File: src/rtl/melody_sequencer.sv
// melody_sequencer: multi-tune square-wave melody player.
// Each tune lives in its own region of an external synchronous ROM. The
// region starts with a header word holding the note count, and the notes
// follow it. The player supports rests, looping, pause through enable and
// abort through stop.
module melody_sequencer #(
    parameter int CLOCK_FREQUENCY = 50000000,
    parameter int ADDRESS_BITS    = 8,
    parameter int TUNE_SEL_BITS   = 2
) (
    input  logic                     clock,
    input  logic                     reset,
    input  logic                     enable,
    input  logic                     start,
    input  logic                     stop,
    input  logic [TUNE_SEL_BITS-1:0] tune_select,
    input  logic                     repeat_tune,
    output logic [ADDRESS_BITS-1:0]  rom_address,
    input  logic [35:0]              rom_data,
    output logic                     sound,
    output logic                     busy,
    output logic                     done,
    output logic [7:0]               note_index
);

    localparam int REGION_BITS = ADDRESS_BITS - TUNE_SEL_BITS;
    localparam int MS_DIV      = CLOCK_FREQUENCY / 1000;
    localparam int DUR_BITS    = 48;

    // The largest note count that keeps every note address inside the region.
    localparam int              N_MAX_INT  = (REGION_BITS >= 8) ? 255 : ((1 << REGION_BITS) - 1);
    localparam logic [7:0]      N_MAX      = 8'(N_MAX_INT);
    localparam logic [DUR_BITS-1:0]     DUR_MS_DIV = DUR_BITS'(MS_DIV);
    localparam logic [DUR_BITS-1:0]     DUR_ONE    = DUR_BITS'(32'd1);
    localparam logic [ADDRESS_BITS-1:0] ADDR_ONE   = ADDRESS_BITS'(32'd1);

    typedef enum logic [2:0] {
        ST_IDLE      = 3'd0,
        ST_HDR_WAIT  = 3'd1,
        ST_HDR_LOAD  = 3'd2,
        ST_NOTE_WAIT = 3'd3,
        ST_NOTE_LOAD = 3'd4,
        ST_PLAY      = 3'd5,
        ST_NEXT      = 3'd6
    } state_t;

    state_t                  state_r, state_s;
    logic [ADDRESS_BITS-1:0] base_r, base_s;
    logic [ADDRESS_BITS-1:0] rom_address_r, rom_address_s;
    logic [7:0]              n_r, n_s;
    logic [7:0]              note_index_r, note_index_s;
    logic [DUR_BITS-1:0]     dur_target_r, dur_target_s;
    logic [DUR_BITS-1:0]     dur_cnt_r, dur_cnt_s;
    logic [19:0]             half_r, half_s;
    logic [19:0]             tone_cnt_r, tone_cnt_s;
    logic                    sound_r, sound_s;
    logic                    busy_r, busy_s;
    logic                    done_r, done_s;

    logic [ADDRESS_BITS-1:0] tune_base_s;
    logic [7:0]              hdr_count_s;
    logic [15:0]             note_dur_s;
    logic [19:0]             note_half_s;
    logic                    dur_last_s;
    logic                    tone_hit_s;
    logic                    more_notes_s;

    assign tune_base_s  = {tune_select, {REGION_BITS{1'b0}}};
    assign hdr_count_s  = (rom_data[7:0] > N_MAX) ? N_MAX : rom_data[7:0];
    assign note_dur_s   = rom_data[35:20];
    assign note_half_s  = rom_data[19:0];
    // The last PLAY cycle of a note is the one where the count reaches its target.
    assign dur_last_s   = ((dur_cnt_r + DUR_ONE) >= dur_target_r);
    assign tone_hit_s   = (half_r != 20'd0) && (tone_cnt_r == (half_r - 20'd1));
    assign more_notes_s = (({1'b0, note_index_r} + 9'd1) < {1'b0, n_r});

    assign rom_address = rom_address_r;
    assign sound       = sound_r;
    assign busy        = busy_r;
    assign done        = done_r;
    assign note_index  = note_index_r;

    // State register: reset wins, and enable low freezes the state.
    always_ff @(posedge clock) begin
        if (!reset) begin
            state_r <= ST_IDLE;
        end else if (enable) begin
            state_r <= state_s;
        end
    end

    // Next-state logic: stop aborts from any state.
    always_comb begin
        state_s = state_r;
        if (stop) begin
            state_s = ST_IDLE;
        end else begin
            case (state_r)
                ST_IDLE: begin
                    if (start) begin
                        state_s = ST_HDR_WAIT;
                    end else begin
                        state_s = ST_IDLE;
                    end
                end
                ST_HDR_WAIT: state_s = ST_HDR_LOAD;
                ST_HDR_LOAD: begin
                    if (hdr_count_s == 8'd0) begin
                        state_s = ST_IDLE;
                    end else begin
                        state_s = ST_NOTE_WAIT;
                    end
                end
                ST_NOTE_WAIT: state_s = ST_NOTE_LOAD;
                ST_NOTE_LOAD: begin
                    if (note_dur_s == 16'd0) begin
                        state_s = ST_NEXT;
                    end else begin
                        state_s = ST_PLAY;
                    end
                end
                ST_PLAY: begin
                    if (dur_last_s) begin
                        state_s = ST_NEXT;
                    end else begin
                        state_s = ST_PLAY;
                    end
                end
                ST_NEXT: begin
                    if (more_notes_s || repeat_tune) begin
                        state_s = ST_NOTE_WAIT;
                    end else begin
                        state_s = ST_IDLE;
                    end
                end
                default: state_s = ST_IDLE;
            endcase
        end
    end

    // Output and datapath next values: sound defaults to 0 outside PLAY, and done defaults to 0 so that it lasts one cycle.
    always_comb begin
        base_s        = base_r;
        rom_address_s = rom_address_r;
        n_s           = n_r;
        note_index_s  = note_index_r;
        dur_target_s  = dur_target_r;
        dur_cnt_s     = dur_cnt_r;
        half_s        = half_r;
        tone_cnt_s    = tone_cnt_r;
        sound_s       = 1'b0;
        busy_s        = busy_r;
        done_s        = 1'b0;
        if (stop) begin
            busy_s = 1'b0;
        end else begin
            case (state_r)
                ST_IDLE: begin
                    if (start) begin
                        base_s        = tune_base_s;
                        rom_address_s = tune_base_s;
                        busy_s        = 1'b1;
                    end else begin
                        busy_s = 1'b0;
                    end
                end
                ST_HDR_WAIT: begin
                    busy_s = 1'b1;
                end
                ST_HDR_LOAD: begin
                    n_s = hdr_count_s;
                    if (hdr_count_s == 8'd0) begin
                        done_s = 1'b1;
                        busy_s = 1'b0;
                    end else begin
                        note_index_s  = 8'd0;
                        rom_address_s = base_r + ADDR_ONE;
                    end
                end
                ST_NOTE_WAIT: begin
                    busy_s = 1'b1;
                end
                ST_NOTE_LOAD: begin
                    dur_target_s = DUR_BITS'(note_dur_s) * DUR_MS_DIV;
                    half_s       = note_half_s;
                    dur_cnt_s    = {DUR_BITS{1'b0}};
                    tone_cnt_s   = 20'd0;
                end
                ST_PLAY: begin
                    if (dur_last_s) begin
                        dur_cnt_s = dur_cnt_r;
                    end else begin
                        dur_cnt_s = dur_cnt_r + DUR_ONE;
                        if (half_r == 20'd0) begin
                            tone_cnt_s = 20'd0;
                        end else if (tone_hit_s) begin
                            sound_s    = ~sound_r;
                            tone_cnt_s = 20'd0;
                        end else begin
                            sound_s    = sound_r;
                            tone_cnt_s = tone_cnt_r + 20'd1;
                        end
                    end
                end
                ST_NEXT: begin
                    if (more_notes_s) begin
                        note_index_s  = note_index_r + 8'd1;
                        rom_address_s = rom_address_r + ADDR_ONE;
                    end else if (repeat_tune) begin
                        note_index_s  = 8'd0;
                        rom_address_s = base_r + ADDR_ONE;
                    end else begin
                        done_s = 1'b1;
                        busy_s = 1'b0;
                    end
                end
                default: begin
                    busy_s = 1'b0;
                end
            endcase
        end
    end

    // Datapath and output registers: reset clears everything, and enable low holds every value.
    always_ff @(posedge clock) begin
        if (!reset) begin
            base_r        <= {ADDRESS_BITS{1'b0}};
            rom_address_r <= {ADDRESS_BITS{1'b0}};
            n_r           <= 8'd0;
            note_index_r  <= 8'd0;
            dur_target_r  <= {DUR_BITS{1'b0}};
            dur_cnt_r     <= {DUR_BITS{1'b0}};
            half_r        <= 20'd0;
            tone_cnt_r    <= 20'd0;
            sound_r       <= 1'b0;
            busy_r        <= 1'b0;
            done_r        <= 1'b0;
        end else if (enable) begin
            base_r        <= base_s;
            rom_address_r <= rom_address_s;
            n_r           <= n_s;
            note_index_r  <= note_index_s;
            dur_target_r  <= dur_target_s;
            dur_cnt_r     <= dur_cnt_s;
            half_r        <= half_s;
            tone_cnt_r    <= tone_cnt_s;
            sound_r       <= sound_s;
            busy_r        <= busy_s;
            done_r        <= done_s;
        end
    end

endmodule

File: config.mk
export PLATFORM = sky130hd
export DESIGN_NAME = melody_sequencer
export DESIGN_NICKNAME = d
export VERILOG_FILES = /design/src/rtl/melody_sequencer.sv
export SDC_FILE = /design/constraint.sdc
export NUM_CORES = 1
export LEC_CHECK = 0
export CAP_MARGIN = 20
export CORE_UTILIZATION = 62
export CTS_BUF_LIST = sky130_fd_sc_hd__clkbuf_4 sky130_fd_sc_hd__clkbuf_8 sky130_fd_sc_hd__clkbuf_16
export DETAILED_ROUTE_END_ITERATION = 7
export PLACE_DENSITY_LB_ADDON = 0.08
export SYNTH_ARGS = -nofsm -noshare
export SYNTH_HDL_FRONTEND = slang
export SYNTH_SLANG_ARGS = --single-unit
File: constraint.sdc
create_clock -name clock -period 5.6 [get_ports clock]
set_input_delay 0.56 -clock clock [delete_from_list [all_inputs] [get_ports clock]]
set_output_delay 0.56 -clock clock [all_outputs]
set_load 0.005 [all_outputs]
# Word-level counts from Yosys, hierarchy flattened
# Index checks and enable logic that the tools add are counted.
[totals] wordCells=100 reg_bits=148 out_inout_bits=19 input_bits=44
[classes] n_addsub=7 n_bitwise=2 eq_ne=16 mux=39 order_cmp=3 n_reduce_logical=20 n_mul=1
[op_table] operator="case mux 48 bit (2 select lines)" n=1
[op_table] operator="2-to-1 mux 8 bit" n=8
[op_table] operator="2-to-1 mux 20 bit" n=3
[op_table] operator="adder 48 x 1 -> 48 bit (second input constant)" n=1
[op_table] operator=">= comparator 48 x 32 -> 1 bit" n=1
[op_table] operator="2-to-1 mux 48 bit" n=1
[op_table] operator="case mux 20 bit (2 select lines)" n=1
[op_table] operator="multiplier 16 x 12 -> 28 bit (second input constant)" n=1
[op_table] operator="adder 8 x 1 -> 8 bit (second input constant)" n=3
[op_table] operator="case mux 8 bit (3 select lines)" n=1
[op_table] operator="case mux 3 bit (7 select lines)" n=1
[op_table] operator="adder 20 x 1 -> 20 bit (second input constant)" n=1
[op_table] operator="equality test 20 bit" n=1
[op_table] operator="logical NOT 20 bit" n=1
[op_table] operator="nonzero test 20 bit" n=1
[op_table] operator="subtractor 20 x 1 -> 20 bit (second input constant)" n=1
[op_table] operator="logical NOT 16 bit" n=1
[op_table] operator="case mux 8 bit (2 select lines)" n=1
[op_table] operator="2-to-1 mux 1 bit" n=15
[op_table] operator="inequality test 3 bit (second input constant)" n=4
[op_table] operator="AND reduction 5 bit" n=2
[op_table] operator="adder 8 x 1 -> 9 bit (second input constant)" n=1
[op_table] operator="equality test 3 bit (second input constant)" n=3
[op_table] operator="< comparator 9 x 8 -> 1 bit" n=1
[op_table] operator="other kinds (22)" n=33

# Logic depth before layout (Yosys ltp)
# Gate-level depths: netlist of run 1.
[depth] word_depth=8 depth_mapped=21 depth_no_buf=18

# Worst setup path after synthesis of run 1
# OpenSTA, ideal clock, no wires.
[synth_timing] kind="input to register" from="in rom_data[26]" to="reg dur_target_r[25]" slack_ns=0.881 required_ns=5.468 setup_ns=0.132 path_buffers=0 cell_stages=16 arrival_ns=4.587 path_cell_list="inv_1 > ha_1 > ha_1 > fa_1 > fa_1 > fa_1 > ha_1 > nand2_1 > or4b_2 > o2111ai_1 > a21oi_1 > a31oi_1 > o21ai_0 > xor2_1 > nand2_1 > a21oi_1"
[synth_via] elab_chain_len=1
[synth_rtl] element="from (decl)" line_no="19" text="input logic [35:0] rom_data,"
[synth_rtl] element="multiplier 16 x 12 -> 28 bit" line_no="184" text="dur_target_s = DUR_BITS'(note_dur_s) * DUR_MS_DIV;"
[synth_rtl] element="to (signal assigned)" line_no="231" text="dur_target_r <= {DUR_BITS{1'b0}};"
[synth_rtl] element="to (signal assigned)" line_no="243" text="dur_target_r <= dur_target_s;"
[synth_rtl] element="to (decl)" line_no="52" text="logic [DUR_BITS-1:0] dur_target_r, dur_target_s;"
# No other way between the ends.
# A chain may end at the register's enable or synchronous reset.

# Final worst setup path of run 1
[layout_timing] from="in rom_data[26]" to="reg dur_target_r[31]"
# The elaborated chain is that of the path after synthesis.

==> out/qor.csv, run 1 <==
metric;value;unit
CTS tree;built;
achievable frequency;187;MHz
unique cell type count in the Yosys netlist;85;
Synth area leaders;dfxtp_1 (24%), ha_1 (15%), fa_1 (7.3%), inv_1 (5.3%), nand2_1 (5.1%);
area of the core;0.0190;mm^2
unrepaired setup endpoints after global routing;no;
Metal-1 WL;12600;um
GRT overflow;0;
setup bufs post-CTS;0;
Main synth FF type;dfxtp_1;
Logic pwr share;41.0;%
critical path type;in2reg;
clk_skew;0.0137;ns
Via-to-Cell Ratio;5.86;
Seq pwr share;28.4;%
Clock Tree Buf Depth;2;
DR pass1 iterations;5;
Max Slew Vio Count;0;
vias in the first global route;10400;
first-iteration detailed-routing DRC count;776;
Synth top area share;24.4;%
cell area after layout;0.0137;mm^2
most frequent cell after synthesis;inv_1;
layout cell share with drive strength beyond 1;8.09;%
dpl hpwl;21900;um
Residual DRC;0;
min-delay worst type;reg2reg;
wire length on met3;1120;um
Rel. slew slack;32.6;%
Arr. time, crit path;5.62;ns
IR drop worst, VDD;339;uV
P&R area growth vs syn;12.9;%
Post-Syn Instances;1487;
I/O pin count;63;
site row count;50;
post-synthesis sequential area ratio;24.4;%
NetSw;1.32;mW
Worst Path Required;5.87;ns
status;finished clean;
yosys warns;0;
crit path time final;5.35;ns
Crit. End Element;register;
total wire length;28500;um
leakage power;5.81;nW
EDFF count, synth;0;
CP Max Fanout;4;
endpoints failing hold;0;
largest net degree at the start of global routing;52;
Top Layer Used;met4;
initial core utilization;64.0;%
ant diodes;0;
number of synthesized register bits;148;
launching element type of the critical path;input port;
Int Pwr;2.41;mW
Cell Area, Placed;0.0131;mm^2
area leader, netlist;dfxtp_1;
total power;3.73;mW
die area;0.0201;mm^2
WL/cell;15.6;um
vias post-DR;10700;
Worst-path clk slew;0.06;ns
Routed met2 length;14200;um
syn_area_per_cell;8.16;um^2
Sw Share;35.3;%
power per cell area;272;mW/mm^2
post-synth net total;1725;
CTS buffer count;17;
Post-synth ARST share;0;%
MaxCap Viol Count;0;
GRT Overall Usage;30.0;%
final net count;1794;
GP Congestion;0.909;
worst-margin pin slew;1.01;ns
setup violators final;0;
initial antenna violation count;0;
H-Tree Depth;4;
mapped cell area;0.0121;mm^2
Final Cycle Share;95.6;%
CTS root buf;clkbuf_16;
die width;142;um
final hold slack;0.448;ns
Worst-Skew Late Latency;0.44;ns
die span in y;142;um
ANT nets after route;0;
Port Buffers;62;
Post-synth top cells;inv_1 (172), nand2_1 (164), ha_1 (150);
Clock Power Share;30.6;%
CTS Sinks;148;
first-pass GRT wire length;48500;um
-- worst paths after layout --
check                                       end  slack [ns]                     startpoint  depth (start not counted)
setup / recovery  dur_target_r[31]$_SDFFE_PN0P_        0.25                   rom_data[26]                         17
hold / removal    dur_target_r[13]$_SDFFE_PN0P_        0.45  dur_target_r[13]$_SDFFE_PN0P_                          2
setup reg to reg     tone_cnt_r[9]$_SDFFE_PN0P_        0.50     dur_cnt_r[12]$_SDFFE_PN0P_                         15
hold reg to reg   dur_target_r[13]$_SDFFE_PN0P_        0.45  dur_target_r[13]$_SDFFE_PN0P_                          2
-- power groups by stage --
stage / logic [mW] / registers, mW / clock network [mW]
CTS: 1.53 / 1.06 / 1.15
global placement: 1.51 / 1.08 / 0
global route: 1.77 / 1.06 / 1.19
detailed placement: 1.52 / 1.08 / 0
floorplan: 1.11 / 1.08 / 0
finish: 1.53 / 1.06 / 1.14
-- through the flow --
step	setup slack (ns)	setup TNS [ns]	cells	util, %
global route	0.0198	0	1829	72.2
global placement	-0.00734	-0.00734	1797	69.2
finish	0.247	0	1829	72.2
floorplan	0.881	0	1487	-
CTS	0.329	0	1829	72.2
detailed placement	-0.115	-0.196	1797	69.2
-- layout make-up --
cell class	count	area [um^2]
multi-input cells	1120	8290
repair buffers	97	896
fillers	1529	5260
flip-flops and latches	148	2960
well taps	260	325
inverters	172	646
clock inverters	14	140
clock buffers	18	439
-- critical path, cell delays in order --
cell and delay (ns):
clkdlybuf4s50_1 0.55, inv_1 0.07, ha_1 0.29, ha_1 0.24, fa_1 0.56, fa_1 0.44
fa_1 0.49, ha_1 0.33, nand2_1 0.09, or4b_2 0.22, o2111ai_1 0.19, a2111oi_0 0.69
nor2_1 0.12, a211o_1 0.32, o21ai_0 0.24, xnor2_1 0.15, a21oi_1 0.08
-- sequential cells by signal (all words and copies together), names as in the netlist, 3 cells and up --
signal / flops
dur_cnt_r: 48
dur_target_r: 28
half_r: 20
n_r: 8
note_index: 8
rom_address: 8
state_r: 3
tone_cnt_r: 20
-- cells in the final DEF, fill, tap and decap left out, drive strengths merged, types with 5 or more instances in the layout --
master and count:
inv 181, nand2 164, ha 150, dfxtp 148
a21oi 111, nor2 86, o21ai 72, clkdlybuf4s50 62
nand3 47, fa 44, nor3 39, xnor2 39
buf 35, nor4 30, or2 27, and2 27
a31oi 25, nand4 24, xor2 23, and3 19
nand2b 18, clkbuf 18, a21o 14, or3 11
a211oi 11, a22o 10, mux2i 9, o21a 9
nor2b 8, a2111oi 7, o211ai 6, o31ai 6
a41oi 6, o2111ai 6, a21boi 6, or4 5
-- layer usage --
layer | track usage [%] | up-vias
met2 | 53.6 | 255
met4 | 9.85 | 0
met5 | 0 | -
met1 | 36.7 | 5075
met3 | 4.42 | 50
li1 | - | 5336
-- cell families after synthesis --
| family | Yosys count | synth area share [%] |
|---|---|---|
| compound gates | 327 | 17.3 |
| xor+xnor | 62 | 4.48 |
| fa+ha+maj | 194 | 22.7 |
| buf+inv | 219 | 7.36 |
| flops | 148 | 24.4 |
| mux | 11 | 0.928 |
| simple gates | 526 | 22.8 |
-- timing repair --
action                                  CTS  global route
endpoints found under the setup margin    0             1
hold endpoints to repair                  0             0
hold buffers                              0             0
resized for setup                         0             1
No activity file was read; power rests on OpenSTA's default activity.
==> inputs of run 2 (changes only) <==
--- a/config.mk
+++ b/config.mk
@@ -9,6 +9,7 @@
 export CORE_UTILIZATION = 62
 export CTS_BUF_LIST = sky130_fd_sc_hd__clkbuf_4 sky130_fd_sc_hd__clkbuf_8 sky130_fd_sc_hd__clkbuf_16
 export DETAILED_ROUTE_END_ITERATION = 7
+export MAX_ROUTING_LAYER = met4
 export PLACE_DENSITY_LB_ADDON = 0.08
 export SYNTH_ARGS = -nofsm -noshare
 export SYNTH_HDL_FRONTEND = slang
==> out/qor.csv, run 2 (synthesis results as in run 1) <==
metric;value;unit;change
status;finished clean;;
Max Slew Vio Count;0;;unchanged
vias in the first global route;10600;;+1.4%
Via-to-Cell Ratio;5.88;;+0.42%
Port Buffers;62;;unchanged
Clock Tree Buf Depth;2;;unchanged
die area;0.0201;mm^2;unchanged
Crit. End Element;register;;
ant diodes;0;;unchanged
critical path type;in2reg;;
unrepaired setup endpoints after global routing;no;;
area of the core;0.0190;mm^2;unchanged
max FFs per register;48;;unchanged
largest reg by FF count;dur_cnt_r;;
leakage power;5.82;nW;+0.16%
most frequent cells in the layout;inv_1 (171), nand2_1 (164), ha_1 (150);;
site row count;50;;unchanged
GRT overflow;0;;unchanged
total power;3.75;mW;+0.55%
die width;142;um;unchanged
Rel. slew slack;37.9;%;+5.3 points
CTS Sinks;148;;unchanged
GP Congestion;0.917;;+0.81%
ANT nets after route;0;;unchanged
die span in y;142;um;unchanged
Worst-Skew Late Latency;0.44;ns;about the same
Setup TNS;0;ns;unchanged
launching element type of the critical path;input port;;
achievable frequency;192;MHz;+2.7%
power per cell area;273;mW/mm^2;+0.26%
WL/cell;15.8;um;+1.5%
GRT Overall Usage;31.6;%;+1.7 points
endpoints failing hold;0;;unchanged
final net count;1796;;+0.11%
CP Max Fanout;5;;+1
largest net degree at the start of global routing;52;;unchanged
crit path time final;5.21;ns;-0.139 ns
setup violators final;0;;unchanged
initial core utilization;64.0;%;unchanged
first-pass GRT wire length;49700;um;+2.5%
worst-margin pin slew;0.929;ns;-0.0799 ns
most common cell after layout, fill and taps aside;inv_1;;
layout cell share with drive strength beyond 1;8.21;%;+0.12 points
first-iteration detailed-routing DRC count;664;;-14%
clk_skew;0.0112;ns;-0.00250 ns
dpl hpwl;22200;um;+1.2%
min-delay worst type;reg2reg;;
total wire length;28900;um;+1.6%
CTS root buf;clkbuf_16;;
CTS tree;built;;
DR pass1 iterations;5;;unchanged
Worst-path clk slew;0.06;ns;about the same
vias post-DR;10800;;+0.53%
IR drop worst, VDD;330;uV;-2.8%
Residual DRC;0;;unchanged
largest registers;dur_cnt_r: 48 flops, dur_target_r: 28 flops;;
P&R area growth vs syn;13.2;%;
CTS buffer count;17;;unchanged
Layout fillers;1590;;+4.0%
Arr. time, crit path;5.54;ns;-0.08 ns
H-Tree Depth;4;;unchanged
I/O pin count;63;;unchanged
MaxCap Viol Count;0;;unchanged
initial antenna violation count;0;;unchanged
setup bufs post-CTS;0;;unchanged
Final Cycle Share;93.1;%;-2.5 points
Worst Path Required;5.93;ns;+0.06 ns
==> run 2: layer usage <==
metal	share of wire, %	vias to the layer above	global-route usage, %
met4	2.1	0	10.0
met5	0	-	-
met2	50	249	55.0
li1	-	5350	-
met1	44	5118	37.4
met3	4.3	56	4.79
==> run 2: timing repair <==
item,4_1_cts,5_1_grt
gates resized for setup,0,1
endpoints found under the hold margin,0,0
hold buffers,0,0
setup endpoints to repair,0,1
==> run 2: final cells by class <==
type                            count  area [um^2]  share of cell area [%]
Clock buffer                       18          439                    3.20
Clock inverter                     14          144                    1.05
Inverter                          172          646                    4.70
Multi-Input combinational cell   1120         8290                    60.3
Sequential cell                   148         2960                    21.6
Tap cell                          260          325                    2.37
Timing Repair Buffer               99          931                    6.78
==> run 2: worst max-delay path, cell delays in order <==
cell             delay (ns)
clkdlybuf4s50_1        0.53
ha_1                   0.34
ha_1                   0.14
inv_1                  0.07
fa_1                   0.55
fa_1                   0.44
fa_1                   0.55
inv_1                  0.04
ha_1                   0.33
o211ai_1               0.14
nand3b_1               0.13
o2111ai_1              0.19
a2111oi_0              0.66
nor2_1                 0.12
a211o_1                0.30
o21ai_0                0.21
xnor2_1                0.15
a21oi_1                0.08
==> run 2: per-stage QoR <==
step | utilization (%) | area, um^2 | worst slack [ns] | cells | hold slack (ns)
2_1_floorplan | - | 12100 | 0.881 | 1487 | 0.430
3_3_place_gp | 69.2 | 13100 | -0.00103 | 1798 | 0.441
3_5_place_dp | 69.2 | 13100 | -0.0754 | 1798 | 0.444
4_1_cts | 72.3 | 13700 | 0.347 | 1830 | 0.453
5_1_grt | 72.4 | 13700 | 0.0251 | 1831 | 0.466
6_report | 72.4 | 13700 | 0.386 | 1831 | 0.451
==> run 2: final timing paths <==
kind                                                     from                       endpoint  slack [ns]  cells past startpoint
worst min register to register  dur_target_r[22]$_SDFFE_PN0P_  dur_target_r[22]$_SDFFE_PN0P_        0.45                      2
worst max register to register     dur_cnt_r[11]$_SDFFE_PN0P_     tone_cnt_r[7]$_SDFFE_PN0P_        0.54                     15
worst min-delay path            dur_target_r[22]$_SDFFE_PN0P_  dur_target_r[22]$_SDFFE_PN0P_        0.45                      2
worst max-delay path                             rom_data[25]  dur_target_r[31]$_SDFFE_PN0P_        0.39                     18
==> run 2: power breakdown <==
group / total [mW] / switching [mW] / internal (mW)
combinational: 1.54 / 0.823 / 0.721
sequential: 1.06 / 0.00387 / 1.06
clock: 1.15 / 0.508 / 0.637
